File: src/rtl/vend_pkg.sv
// Shared types and constants for the multi-denomination vending controller.
package vend_pkg;

    typedef enum logic [1:0] {
        IDLE   = 2'd0,
        CREDIT = 2'd1,
        VEND   = 2'd2,
        CHANGE = 2'd3
    } state_t;

    localparam int SALES_W = 16;

endpackage

File: src/rtl/credit_accum.sv
// Credit register with ceiling-checked coin add, price subtract and clear.
module credit_accum
    import vend_pkg::*;
#(
    parameter int COIN_W     = 4,
    parameter int CREDIT_W   = 8,
    parameter int PRICE      = 5,
    parameter int MAX_CREDIT = 15
) (
    input  logic                clk,
    input  logic                rst,
    input  logic                add_en,
    input  logic [COIN_W-1:0]   add_val,
    input  logic                sub_en,
    input  logic                clr_en,
    output logic [CREDIT_W-1:0] credit,
    output logic                overflow,
    output logic                sufficient
);

    logic [CREDIT_W:0] sum;

    // One extra bit on the sum so the ceiling check never sees a wrapped value.
    always_comb begin
        sum        = {1'b0, credit} + {{(CREDIT_W + 1 - COIN_W){1'b0}}, add_val};
        overflow   = (sum > (CREDIT_W + 1)'(MAX_CREDIT));
        sufficient = (credit >= CREDIT_W'(PRICE));
    end

    // Credit register; clear wins over add, add over subtract.
    always_ff @(posedge clk) begin
        if (!rst) begin
            credit <= {CREDIT_W{1'b0}};
        end else if (clr_en) begin
            credit <= {CREDIT_W{1'b0}};
        end else if (add_en) begin
            credit <= sum[CREDIT_W-1:0];
        end else if (sub_en) begin
            credit <= credit - CREDIT_W'(PRICE);
        end else begin
            credit <= credit;
        end
    end

endmodule

File: src/rtl/vending_fsm_multi.sv
// Multi-coin vending controller: credit, vend at fixed price, change, cancel.
// Define SALES_COUNT_EN to add a saturating sales_count output.
module vending_fsm_multi
    import vend_pkg::*;
#(
    parameter int N_PROD     = 4,
    parameter int COIN_W     = 4,
    parameter int CREDIT_W   = 8,
    parameter int PRICE      = 5,
    parameter int MAX_CREDIT = 15,
    parameter int SEL_W      = (N_PROD > 1) ? $clog2(N_PROD) : 1
) (
    input  logic                clk,
    input  logic                rst,
    input  logic                coin_valid,
    input  logic [COIN_W-1:0]   coin_value,
    input  logic                sel_valid,
    input  logic [SEL_W-1:0]    sel,
    input  logic                cancel,
    output logic                coin_reject,
    output logic                vend_valid,
    output logic [SEL_W-1:0]    vend_prod,
    output logic                change_valid,
    output logic [CREDIT_W-1:0] change_amt,
    output logic [CREDIT_W-1:0] credit,
    output logic                busy
`ifdef SALES_COUNT_EN
    ,
    output logic [SALES_W-1:0]  sales_count
`endif
);

    state_t state;
    logic   add_en;
    logic   sub_en;
    logic   clr_en;
    logic   overflow;
    logic   sufficient;
    logic   coin_ok;
    logic   sel_ok;

    credit_accum #(
        .COIN_W     (COIN_W),
        .CREDIT_W   (CREDIT_W),
        .PRICE      (PRICE),
        .MAX_CREDIT (MAX_CREDIT)
    ) u_accum (
        .clk        (clk),
        .rst        (rst),
        .add_en     (add_en),
        .add_val    (coin_value),
        .sub_en     (sub_en),
        .clr_en     (clr_en),
        .credit     (credit),
        .overflow   (overflow),
        .sufficient (sufficient)
    );

    // Credit operations follow cancel > coin > sel; busy states clear on the way to IDLE.
    always_comb begin
        add_en  = 1'b0;
        sub_en  = 1'b0;
        clr_en  = 1'b0;
        coin_ok = (coin_value != {COIN_W{1'b0}}) && !overflow;
        sel_ok  = ({1'b0, sel} < (SEL_W + 1)'(N_PROD)) && sufficient;
        case (state)
            IDLE, CREDIT: begin
                if (cancel) begin
                    clr_en = (state == CREDIT);
                end else if (coin_valid) begin
                    add_en = coin_ok;
                end else if (sel_valid) begin
                    sub_en = sel_ok;
                end else begin
                    add_en = 1'b0;
                end
            end
            VEND:    clr_en = (credit != {CREDIT_W{1'b0}});
            CHANGE:  clr_en = 1'b1;
            default: clr_en = 1'b1;
        endcase
    end

    // Controller state and registered outputs; pulses default low each cycle.
    always_ff @(posedge clk) begin
        if (!rst) begin
            state        <= IDLE;
            coin_reject  <= 1'b0;
            vend_valid   <= 1'b0;
            vend_prod    <= {SEL_W{1'b0}};
            change_valid <= 1'b0;
            change_amt   <= {CREDIT_W{1'b0}};
            busy         <= 1'b0;
        end else begin
            coin_reject  <= 1'b0;
            vend_valid   <= 1'b0;
            change_valid <= 1'b0;
            busy         <= 1'b0;
            case (state)
                IDLE, CREDIT: begin
                    if (cancel) begin
                        if (state == CREDIT) begin
                            state        <= CHANGE;
                            change_valid <= 1'b1;
                            change_amt   <= credit;
                            busy         <= 1'b1;
                        end else begin
                            state <= IDLE;
                        end
                    end else if (coin_valid) begin
                        if (coin_ok) begin
                            state <= CREDIT;
                        end else begin
                            coin_reject <= 1'b1;
                        end
                    end else if (sel_valid && sel_ok) begin
                        state      <= VEND;
                        vend_valid <= 1'b1;
                        vend_prod  <= sel;
                        busy       <= 1'b1;
                    end else begin
                        state <= state;
                    end
                end
                VEND: begin
                    if (credit != {CREDIT_W{1'b0}}) begin
                        state        <= CHANGE;
                        change_valid <= 1'b1;
                        change_amt   <= credit;
                        busy         <= 1'b1;
                    end else begin
                        state <= IDLE;
                    end
                end
                CHANGE:  state <= IDLE;
                default: state <= IDLE;
            endcase
        end
    end

`ifdef SALES_COUNT_EN
    // Count dispensed products, holding at all-ones.
    always_ff @(posedge clk) begin
        if (!rst) begin
            sales_count <= {SALES_W{1'b0}};
        end else if (vend_valid && (sales_count != {SALES_W{1'b1}})) begin
            sales_count <= sales_count + SALES_W'(1);
        end else begin
            sales_count <= sales_count;
        end
    end
`endif

endmodule

File: config.mk
export PLATFORM = sky130hd
export DESIGN_NAME = vending_fsm_multi
export DESIGN_NICKNAME = d
export VERILOG_FILES = /design/src/rtl/vend_pkg.sv /design/src/rtl/credit_accum.sv /design/src/rtl/vending_fsm_multi.sv
export SDC_FILE = /design/constraint.sdc
export NUM_CORES = 1
export LEC_CHECK = 0
export ABC_AREA = 1
export CORE_MARGIN = 3
export CORE_UTILIZATION = 41
export DETAILED_ROUTE_END_ITERATION = 10
export GPL_ROUTABILITY_DRIVEN = 0
export PLACE_DENSITY = 0.66
export SETUP_SLACK_MARGIN = 0.15
export SLEW_MARGIN = 20
export SYNTH_ARGS = -nofsm -noshare
export SYNTH_HDL_FRONTEND = slang
export SYNTH_HIERARCHICAL = 1
export SYNTH_SLANG_ARGS = --single-unit
export TNS_END_PERCENT = 10
File: constraint.sdc
create_clock -name clk -period 3.1 [get_ports clk]
set_input_delay 0.465 -clock clk [delete_from_list [all_inputs] [get_ports clk]]
set_output_delay 0.465 -clock clk [all_outputs]
set_load 0.02 [all_outputs]
==> results by group, run 1 <==
Worst setup path
  • Critical path required time: 3270 ps
  • CP Max Fanout: 9
  • Worst Setup End Kind: flop
  • Crit start category: input port
  • Setup CP Type: in2reg
  • CP arrival: 2910 ps

Finish
  • Area delta synth->final: 30.0%
  • Final #Nets: 305
  • Post-route cell area: 2140 um2
  • Fillers: 410
  • Layout cells sized above 1: 17.8%
  • Reg area: approximately 480 um2
  • Post-layout util: 56.8%
  • Multi-input logic area: approximately 1000 um2
  • Ant. Diodes: 0

STA
  • # setup viols final: 0
  • Final worst path period share: 88.5%
  • Period minus WS final: between 2000 and 3000 ps
  • Slew Viols, Final: 0
  • Fmax: 365 MHz
  • Slew HR: between 60% and 70%
  • Min Hold Slack: 469 ps
  • Least-Margin Pin Slew: about 560 ps
  • Setup TNS: 0 ps
  • Final Hold Fails: 0
  • Final worst clock skew: 2.37 ps
  • RSZ-0062 raised after global routing: false

CTS
  • Clock Sinks: 24
  • CTS tree: done
  • CTS hold repair buffers: 0
  • H-tree Lvls: 1
  • TritonCTS buffer count: 3
  • CTS max path bufs: 2
  • Clock slew at reported path FFs: about 80 ps
  • Skew-Pair Late Insertion Delay: 270 ps
  • CTS root buffer: clkbuf_8

Floorplanning
  • Ports: 33
  • Cell Rows: 22
  • Die H: roughly 69 um
  • Die W: 69.4 um
  • Core Area: ~3800 um2
  • Initial Util: between 40% and 50%
  • Die area: 4810 um2

Route
  • Met1 wire length: 1830 um
  • Via-per-instance ratio: about 5.0
  • DRC viols: 0
  • Top Metal Used: met4
  • Initial DRC Count: 86
  • Drt pass-1 iters: 4
  • DRT antenna net count: 0
  • Routed Wire Length: 3910 um
  • Routed via count: 1632
  • DR WL met2: 1820 um
  • DR WL met3: 241 um
  • WL/cell: 11.9 um

Synthesis
  • Post-Synthesis Cells: 240
  • Yosys warns: 6
  • Top_reg_cell synth: dfxtp_1
  • Post-synth top area share: 29.2%
  • Post-Syn Nets: 263
  • Count of cell types in the netlist: 36
  • Post-synth EDFFs: 0
  • Ys async rst share: 0%
  • Cell Area, Synth: 1650 um2
  • Seq cells post-synth: 24
  • Synth top cells by count: nand2_1, nor2_1, dfxtp_1, inv_1, nand3_1
  • Synth area leader: dfxtp_1
  • Sequential fraction of the synthesis area: 29.2%
  • Synthesized area per cell: 6.86 um2
  • Main area contributors after synthesis: dfxtp_1, nand2_1, nor2_1
  • Most numerous cell in the Yosys netlist: nand2_1

Flow run
  • # Max-Cap Violations: 0

Placed design
  • DP HPWL: 3110 um
  • PortBufs: 32
  • Area after DPL: 2050 um2

Pwr
  • Sw frac: 46.9%
  • Part of the power in registers: 26.9%
  • Final Power: roughly 1900 uW
  • Power share of the combinational group: 62.1%
  • Sw Pwr: 906 uW
  • Leak: 0.000971 uW
  • Internal Power: 1030 uW
  • Pwr dens: 902 nW/um2
  • VDD IR max: 0.000387 V
  • Clock Power Share: 11.0%

GRT
  • GRT Total Usage: 16.3%
  • Vias in the first global route: around 1400
  • Pin count of the biggest net entering global routing: 14
  • First-pass GRT wire length: 6480 um
  • Initial antenna violation count: 0
  • Grt ovf: 0

Outcome
  • Outcome: completed

Worst hold path
  • Worst hold-check path type: reg2reg
## routing by layer
metal / up-vias / GRT usage (%)
met5: - / 0
met4: 0 / 5.86
met3: 2 / 1.30
met2: 48 / 26.7
met1: 727 / 22.3
li1: 855 / -
## per-stage QoR
stage | worst slack, ps | std cells
2_1_floorplan | 508 | 240
3_3_place_gp | 26.3 | 323
3_5_place_dp | -91.2 | 323
4_1_cts | 173 | 327
5_1_grt | 128 | 329
6_report | 357 | 329
## cells in the final DEF, fill, tap and decap left out, drive strengths merged, types with 2 or more instances in the layout
cell type	instances
nand2	60
nand4	4
dfxtp	24
clkinv	3
o21ai	15
nor3	2
ha	11
nor2	45
inv	29
buf	8
nand3	19
clkbuf	4
clkdlybuf4s50	31
a21oi	13
## path summary, 6_finish.rpt
check               startpoint                end  slack (ps)  cells past startpoint
max              coin_value[2]  u_accum/credit[2]         360                     18
min              change_amt[0]      change_amt[0]         470                      2
max reg2reg  u_accum/credit[1]  u_accum/credit[2]         420                     13
min reg2reg      change_amt[0]      change_amt[0]         470                      2
## kinds of logic after synthesis
logic type | count (synthesis) | share of synthesized area, %
simple gates | 131 | 37.4
compound gates | 36 | 13.5
buf+inv | 35 | 9.35
flops | 24 | 29.2
fa+ha+maj | 12 | 9.57
xor+xnor | 2 | 1.06
## worst max-delay path, cell delays in order
cell and delay (ps):
clkdlybuf4s50_1 420, ha_1 370, a21oi_2 160, nand2_2 90
nand2_1 90, nand2_1 50, nand2_1 60, nand2_2 70
a21oi_2 100, nand2_1 60, inv_1 50, nand2_1 70
nor3_1 180, buf_4 180, inv_4 60, o211ai_1 80
nand2_1 110, a221oi_2 240
## power groups by stage
| stage | Clock (uW) | Sequential, uW | Combinational, uW |
|---|---|---|---|
| final | 212 | 520 | 1200 |
| after CTS | 216 | 520 | 1180 |
| after global routing | 228 | 538 | 1340 |
| after detailed placement | 0 | 528 | 1170 |
| after global placement | 0 | 526 | 1170 |
| after floorplan | 0 | 617 | 716 |
## what timing repair did
action,in CTS,in global routing
buffers inserted,0,2
gates resized for setup,0,9
setup endpoints to repair,0,6
## registers in the layout, indices dropped and copies added (netlist names)
signal,flops
change_amt,8
u_accum/credit,8
state,2
vend_prod,2
busy,1
change_valid,1
coin_reject,1
vend_valid,1
## area by class of cell
class,instances,share of cell area (%)
repair buffers,40,17.9
flip-flops and latches,24,22.4
inverters,32,5.96
multi-input cells,181,48.3
clock buffers,4,2.57
well taps,48,2.81
Note: power is estimated with default switching activity, not from simulation.
==> inputs of run 2 (changes only) <==
- CORE_UTILIZATION: 41 -> 51
- PLACE_DENSITY: 0.66 -> 0.79
==> results by group, run 2 (synthesized netlist as in run 1, its figures left out) <==
CTS
  • Skew-Pair Late Insertion Delay: 310 ps (was 270 ps)
  • Clock Sinks: 24 (unchanged)
  • CTS max path bufs: 2 (unchanged)
  • CTS tree: done (unchanged)
  • Clock slew at reported path FFs: 130 ps (was 80 ps)
  • TritonCTS buffer count: 3 (unchanged)
  • CTS root buffer: clkbuf_4 (was clkbuf_8)
  • CTS hold repair buffers: 0 (unchanged)
  • H-tree Lvls: 1 (unchanged)

Route
  • Routed Wire Length: 3690 um (was 3910 um)
  • DRC viols: 0 (unchanged)
  • Via-per-instance ratio: 5.03 (was 4.96)
  • WL/cell: 11.4 um (was 11.9 um)
  • Initial DRC Count: 79 (was 86)
  • Drt pass-1 iters: 4 (unchanged)
  • Routed via count: 1626 (was 1632)
  • DRT antenna net count: 0 (unchanged)

Worst hold path
  • Worst hold-check path type: reg2reg (unchanged)
  • Hold path depth: 2 (unchanged)

Worst setup path
  • Worst path slowest cell: clkdlybuf4s50_1 (unchanged)
  • CP Depth: 17 (was 18)
  • CP arrival: 2960 ps (was 2910 ps)
  • Worst Setup End Kind: flop (unchanged)
  • CP Max Fanout: 9 (unchanged)
  • R2R depth: 13 (unchanged)
  • Most used cell, CP: nand2_1 (unchanged)
  • Crit start category: input port (unchanged)
  • Crit path from: coin_value[0] (was coin_value[2])
  • Worst reg2reg endpoint: u_accum/credit[2] (unchanged)
  • CP max stage delay: 430 ps (was 420 ps)
  • Top Family by Delay on Critical Path: buffers and inverters (was simple AND/OR/NAND/NOR gates)
  • CP Capture Point: u_accum/credit[2] (unchanged)
  • Critical path required time: 3310 ps (was 3270 ps)
  • Worst reg2reg setup slack: 440 ps (was 420 ps)
  • Setup CP Type: in2reg (unchanged)
  • Worst Path Buf+Inv: 5 (was 4)
  • Worst r2r src: u_accum/credit[1] (unchanged)
  • Crit-path cells: clkdlybuf4s50_1, ha_2, fa_2, nand3_2, nand2_2, nand3_1, nand2_1, a21oi_1, nand2_1, inv_1, nand2_1, nor3_1, buf_4, inv_4, nand2_1, clkinv_1, a221oi_2 (was clkdlybuf4s50_1, ha_1, a21oi_2, nand2_2, nand2_1, nand2_1, nand2_1, nand2_2, a21oi_2, nand2_1, inv_1, nand2_1, nor3_1, buf_4, inv_4, o211ai_1, nand2_1, a221oi_2)

Pwr
  • Sw frac: 47.4% (was 46.9%)
  • Pwr dens: 892 nW/um2 (was 902 nW/um2)
  • Sw Pwr: 887 uW (was 906 uW)
  • Leak: 0.000949 uW (was 0.000971 uW)
  • VDD IR max: 0.000378 V (was 0.000387 V)
  • Internal Power: 982 uW (was 1030 uW)
  • Final Power: 1870 uW (was 1930 uW)
  • Clock Power Share: 8.5% (was 11.0%)
  • Power share of the combinational group: 64.0% (was 62.1%)
  • Part of the power in registers: 27.5% (was 26.9%)

Finish
  • Fillers: 259 (was 410)
  • Area delta synth->final: 27.2% (was 30.0%)
  • Final #Nets: 305 (unchanged)
  • Layout cells sized above 1: 15.7% (was 17.8%)
  • Ant. Diodes: 0 (unchanged)
  • Most frequent cells in the layout: nand2_1, nor2_1, clkdlybuf4s50_1, inv_1, dfxtp_1 (unchanged)
  • Post-route cell area: 2090 um2 (was 2140 um2)
  • Commonest non-fill, non-tap cell in the layout: nand2_1 (unchanged)
  • Post-layout util: 71.6% (was 56.8%)
  • Top Registers: change_amt (8), u_accum/credit (8) (unchanged)

STA
  • Setup TNS: 0 ps (unchanged)
  • Slew HR: 65.8% (was 62.8%)
  • Final worst path period share: 88.7% (was 88.5%)
  • # setup viols final: 0 (unchanged)
  • Final worst clock skew: 10.7 ps (was 2.37 ps)
  • Least-Margin Pin Slew: 512 ps (was 557 ps)
  • Fmax: 364 MHz (was 365 MHz)
  • Period minus WS final: 2750 ps (was 2740 ps)
  • Final Hold Fails: 0 (unchanged)
  • RSZ-0062 raised after global routing: false (unchanged)
  • Slew Viols, Final: 0 (unchanged)

GRT
  • GRT Total Usage: 20.5% (was 16.3%)
  • Vias in the first global route: 1520 (was 1436)
  • First-pass GRT wire length: 6650 um (was 6480 um)
  • Pin count of the biggest net entering global routing: 14 (unchanged)
  • Initial antenna violation count: 0 (unchanged)
  • Grt ovf: 0 (unchanged)

Floorplanning
  • Ports: 33 (unchanged)
  • Die area: 3950 um2 (was 4810 um2)
  • Initial Util: 56.3% (was 43.7%)
  • Die H: 62.8 um (was 69.4 um)
  • Core Area: 2920 um2 (was 3770 um2)
  • Cell Rows: 19 (was 22)
  • Die W: 62.8 um (was 69.4 um)

Outcome
  • Outcome: completed (unchanged)

Placed design
  • DP HPWL: 3010 um (was 3110 um)
  • PortBufs: 32 (unchanged)
  • Area after DPL: 2050 um2 (unchanged)

Flow run
  • # Max-Cap Violations: 0 (unchanged)
==> run 2: cell count changes in the layout (fill, tap and decap cells not counted), sizes merged <==
| cell | before | now |
|---|---|---|
| clkdlybuf4s50 | 31 | 32 |
| clkinv | 3 | 4 |
| dlymetal6s2s | 1 | 0 |
| inv | 29 | 28 |
==> run 2: area by class of cell <==
type / instances / area [um2] / share of cell area [%]
Sequential cell: 24 / 480 / 22.9
Tap cell: 42 / 52.6 / 2.51
Clock buffer: 4 / 36.3 / 1.73
Multi-Input combinational cell: 181 / 1020 / 48.6
Timing Repair Buffer: 40 / 380 / 18.2
Inverter: 32 / 128 / 6.09
==> run 2: stage by stage <==
stage	hold WS, ps	setup slack (ps)	instances
floorplan	494	508	240
global placement	455	44.8	318
detailed placement	465	-46.6	318
CTS	485	264	322
global route	510	189	323
finish	483	349	323
==> run 2: power groups by stage <==
stage	logic [uW]	registers [uW]	clock network (uW)
3_3_place_gp	1170	519	0
6_report	1200	513	159
2_1_floorplan	716	617	0
5_1_grt	1350	538	177
3_5_place_dp	1180	524	0
4_1_cts	1190	515	164
==> run 2: how the worst min path moves through the flow <==
stage | from | end | slack [ps]
5_1_grt | change_amt[0] | change_amt[0] | 510
3_3_place_gp | change_amt[0] | change_amt[0] | 460
3_5_place_dp | change_amt[0] | change_amt[0] | 470
6_report | change_amt[0] | change_amt[0] | 480
2_1_floorplan | state[1] | coin_reject | 490
4_1_cts | change_amt[0] | change_amt[0] | 480
==> run 2: what timing repair did <==
item	in CTS	in global routing
gates resized for setup	0	2
hold endpoints to repair	0	0
setup endpoints to repair	0	5
buffers inserted	0	1
==> run 2: worst register-to-register path, delay by kind of cell (launching register included) <==
family / cells / cell delay (ps)
flip-flops: 1 / 540
buffers and inverters: 3 / 600
AND/OR/NAND/NOR: 6 / 720
adder cells (fa/ha/maj): 1 / 260
AO/OA/AOI/OAI: 3 / 460
==> run 2: metal layers <==
| layer | wire length [um] | GRT usage, % |
|---|---|---|
| met3 | 217 | 1.26 |
| met1 | 1820 | 29.3 |
| met2 | 1610 | 32.9 |
| met4 | 47 | 6.61 |
| met5 | 0 | 0 |
==> inputs of run 3 (changes only) <==
- RECOVER_POWER: default -> 25
- SLEW_MARGIN: 20 -> 5
==> results by group, run 3 (synthesized netlist as in run 1, its figures left out) <==
Worst setup path
  • Critical path required time: 3310 ps (about the same)
  • CP arrival: 2970 ps (was 2960 ps)
  • Top Family by Delay on Critical Path: buffers and inverters (unchanged)
  • Worst path slowest cell: clkdlybuf4s50_1 (unchanged)
  • Worst r2r src: u_accum/credit[1] (unchanged)
  • R2R depth: 13 (unchanged)
  • Worst reg2reg endpoint: u_accum/credit[2] (unchanged)
  • Worst reg2reg setup slack: 450 ps (was 440 ps)
  • CP Max Fanout: 9 (unchanged)
  • Worst Path Buf+Inv: 5 (unchanged)
  • CP max stage delay: 430 ps (about the same)
  • Setup CP Type: in2reg (unchanged)
  • Most used cell, CP: nand2_1 (unchanged)
  • Worst Setup End Kind: flop (unchanged)
  • Crit start category: input port (unchanged)
  • Crit-path cells: clkdlybuf4s50_1, ha_2, fa_2, nand3_2, nand2_2, nand3_1, nand2_1, a21oi_1, nand2_1, inv_1, nand2_1, nor3_1, buf_4, inv_4, nand2_1, clkinv_1, a221oi_2 (unchanged)

STA
  • Min Hold Slack: 481 ps (was 483 ps)
  • Slew Viols, Final: 0 (unchanged)
  • Final Hold Fails: 0 (unchanged)
  • Least-Margin Pin Slew: 522 ps (was 512 ps)
  • Fmax: 363 MHz (was 364 MHz)
  • Period minus WS final: 2760 ps (was 2750 ps)
  • # setup viols final: 0 (unchanged)
  • RSZ-0062 raised after global routing: false (unchanged)
  • Setup TNS: 0 ps (unchanged)
  • Final worst path period share: 88.9% (was 88.7%)
  • Slew HR: 65.1% (was 65.8%)
  • Final worst clock skew: 10.2 ps (was 10.7 ps)

Pwr
  • Pwr dens: 884 nW/um2 (was 892 nW/um2)
  • VDD IR max: 0.000378 V (about the same)
  • Final Power: 1840 uW (was 1870 uW)
  • Power share of the combinational group: 63.5% (was 64.0%)
  • Part of the power in registers: 27.9% (was 27.5%)
  • Clock Power Share: 8.6% (was 8.5%)
  • Sw frac: 47.4% (about the same)
  • Internal Power: 969 uW (was 982 uW)
  • Leak: 0.000956 uW (was 0.000949 uW)
  • Sw Pwr: 874 uW (was 887 uW)

CTS
  • CTS max path bufs: 2 (unchanged)
  • CTS root buffer: clkbuf_4 (unchanged)
  • CTS hold repair buffers: 0 (unchanged)
  • Clock Sinks: 24 (unchanged)
  • H-tree Lvls: 1 (unchanged)
  • TritonCTS buffer count: 3 (unchanged)
  • Skew-Pair Late Insertion Delay: 310 ps (about the same)
  • CTS tree: done (unchanged)
  • Clock slew at reported path FFs: 130 ps (about the same)

GRT
  • Initial antenna violation count: 0 (unchanged)
  • Pin count of the biggest net entering global routing: 14 (unchanged)
  • GRT Total Usage: 20.5% (unchanged)
  • Grt ovf: 0 (unchanged)
  • Vias in the first global route: 1520 (unchanged)
  • First-pass GRT wire length: 6650 um (unchanged)

Placed design
  • Placed Instances: 318 (unchanged)
  • PortBufs: 32 (unchanged)
  • Area after DPL: 2050 um2 (unchanged)
  • DP HPWL: 3010 um (unchanged)

Finish
  • Most frequent cells in the layout: nand2_1, nor2_1, clkdlybuf4s50_1, inv_1, dfxtp_1 (unchanged)
  • Fillers: 260 (was 259)
  • Reg area: 480 um2 (unchanged)
  • Ant. Diodes: 0 (unchanged)
  • Layout cells sized above 1: 14.6% (was 15.7%)
  • Multi-input logic area: 1010 um2 (was 1020 um2)
  • Post-Layout Cell Count: 323 (unchanged)
  • Post-route cell area: 2080 um2 (was 2090 um2)
  • Top Registers: change_amt (8), u_accum/credit (8) (unchanged)
  • Commonest non-fill, non-tap cell in the layout: nand2_1 (unchanged)
  • Final #Nets: 305 (unchanged)
  • Area delta synth->final: 26.6% (was 27.2%)

Route
  • Via-per-instance ratio: 4.97 (was 5.03)
  • Routed via count: 1606 (was 1626)
  • DRC viols: 0 (unchanged)
  • Drt pass-1 iters: 4 (unchanged)
  • Initial DRC Count: 77 (was 79)
  • DRT antenna net count: 0 (unchanged)
  • WL/cell: 11.5 um (was 11.4 um)
  • Routed Wire Length: 3700 um (was 3690 um)

Floorplanning
  • Die W: 62.8 um (unchanged)
  • Ports: 33 (unchanged)
  • Cell Rows: 19 (unchanged)
  • Die H: 62.8 um (unchanged)
  • Core Area: 2920 um2 (unchanged)
  • Die area: 3950 um2 (unchanged)
  • Initial Util: 56.3% (unchanged)

Flow run
  • # Max-Cap Violations: 0 (unchanged)

Worst hold path
  • Hold endpoint: change_amt[0] (unchanged)
  • Worst hold start: change_amt[0] (unchanged)
  • Worst hold-check path type: reg2reg (unchanged)
  • Hold path depth: 2 (unchanged)

Outcome
  • Outcome: completed (unchanged)
run 3: cell types whose count changed in the layout (fill, tap and decap cells not counted), sizes merged:
cell,change
clkdlybuf4s50,-3
dlygate4sd3,+3
run 3: per-layer routing:
layer  routed length (um)  global-route usage [%]  up-vias
met2                 1650                    32.9       49
met4                   18                    6.61        0
met5                    0                       0        -
met1                 1830                    29.3      700
met3                  204                    1.26        2
li1                     -                       -      855
run 3: power by group through the flow:
stage          registers (uW)  clock network (uW)  logic (uW)
2_1_floorplan             617                   0         716
3_3_place_gp              519                   0        1170
3_5_place_dp              524                   0        1180
4_1_cts                   515                 164        1190
5_1_grt                   538                 177        1320
6_report                  514                 159        1170
run 3: layout make-up:
| class | instances | area share (%) |
|---|---|---|
| repair buffers | 40 | 18.2 |
| clock buffers | 4 | 1.74 |
| inverters | 32 | 6.12 |
| flip-flops and latches | 24 | 23.0 |
| multi-input cells | 181 | 48.3 |
| well taps | 42 | 2.52 |
run 3: worst max-delay path by stage:
stage / from / to / slack, ps / cells past startpoint
floorplan: u_accum/credit[0] / u_accum/credit[7] / 510 / 19
global placement: coin_value[0] / u_accum/credit[2] / 40 / 17
detailed placement: coin_value[0] / u_accum/credit[2] / -50 / 17
CTS: coin_value[0] / u_accum/credit[2] / 260 / 17
global route: coin_value[0] / u_accum/credit[7] / 190 / 20
finish: coin_value[0] / u_accum/credit[2] / 340 / 17
run 3: through the flow:
stage,util [%],setup WS (ps)
global placement,70.0,44.8
finish,71.3,344
floorplan,-,508
CTS,71.2,264
global route,71.3,189
detailed placement,70.0,-46.6
run 3: worst register-to-register path, cell delays in order, from the launching register on:
cell,delay (ps)
dfxtp_1,540
inv_1,170
ha_1,260
nor2_4,180
nor2_4,50
nand3_2,60
a31oi_1,50
nand2_1,90
nand4_1,240
inv_1,310
inv_1,120
o211ai_1,180
nand2_1,100
a221oi_2,220
run 3: what timing repair did:
action,4_1_cts,5_1_grt
setup buffers,0,1
gates resized for setup,0,2
endpoints found under the setup margin,0,5
hold endpoints to repair,0,0
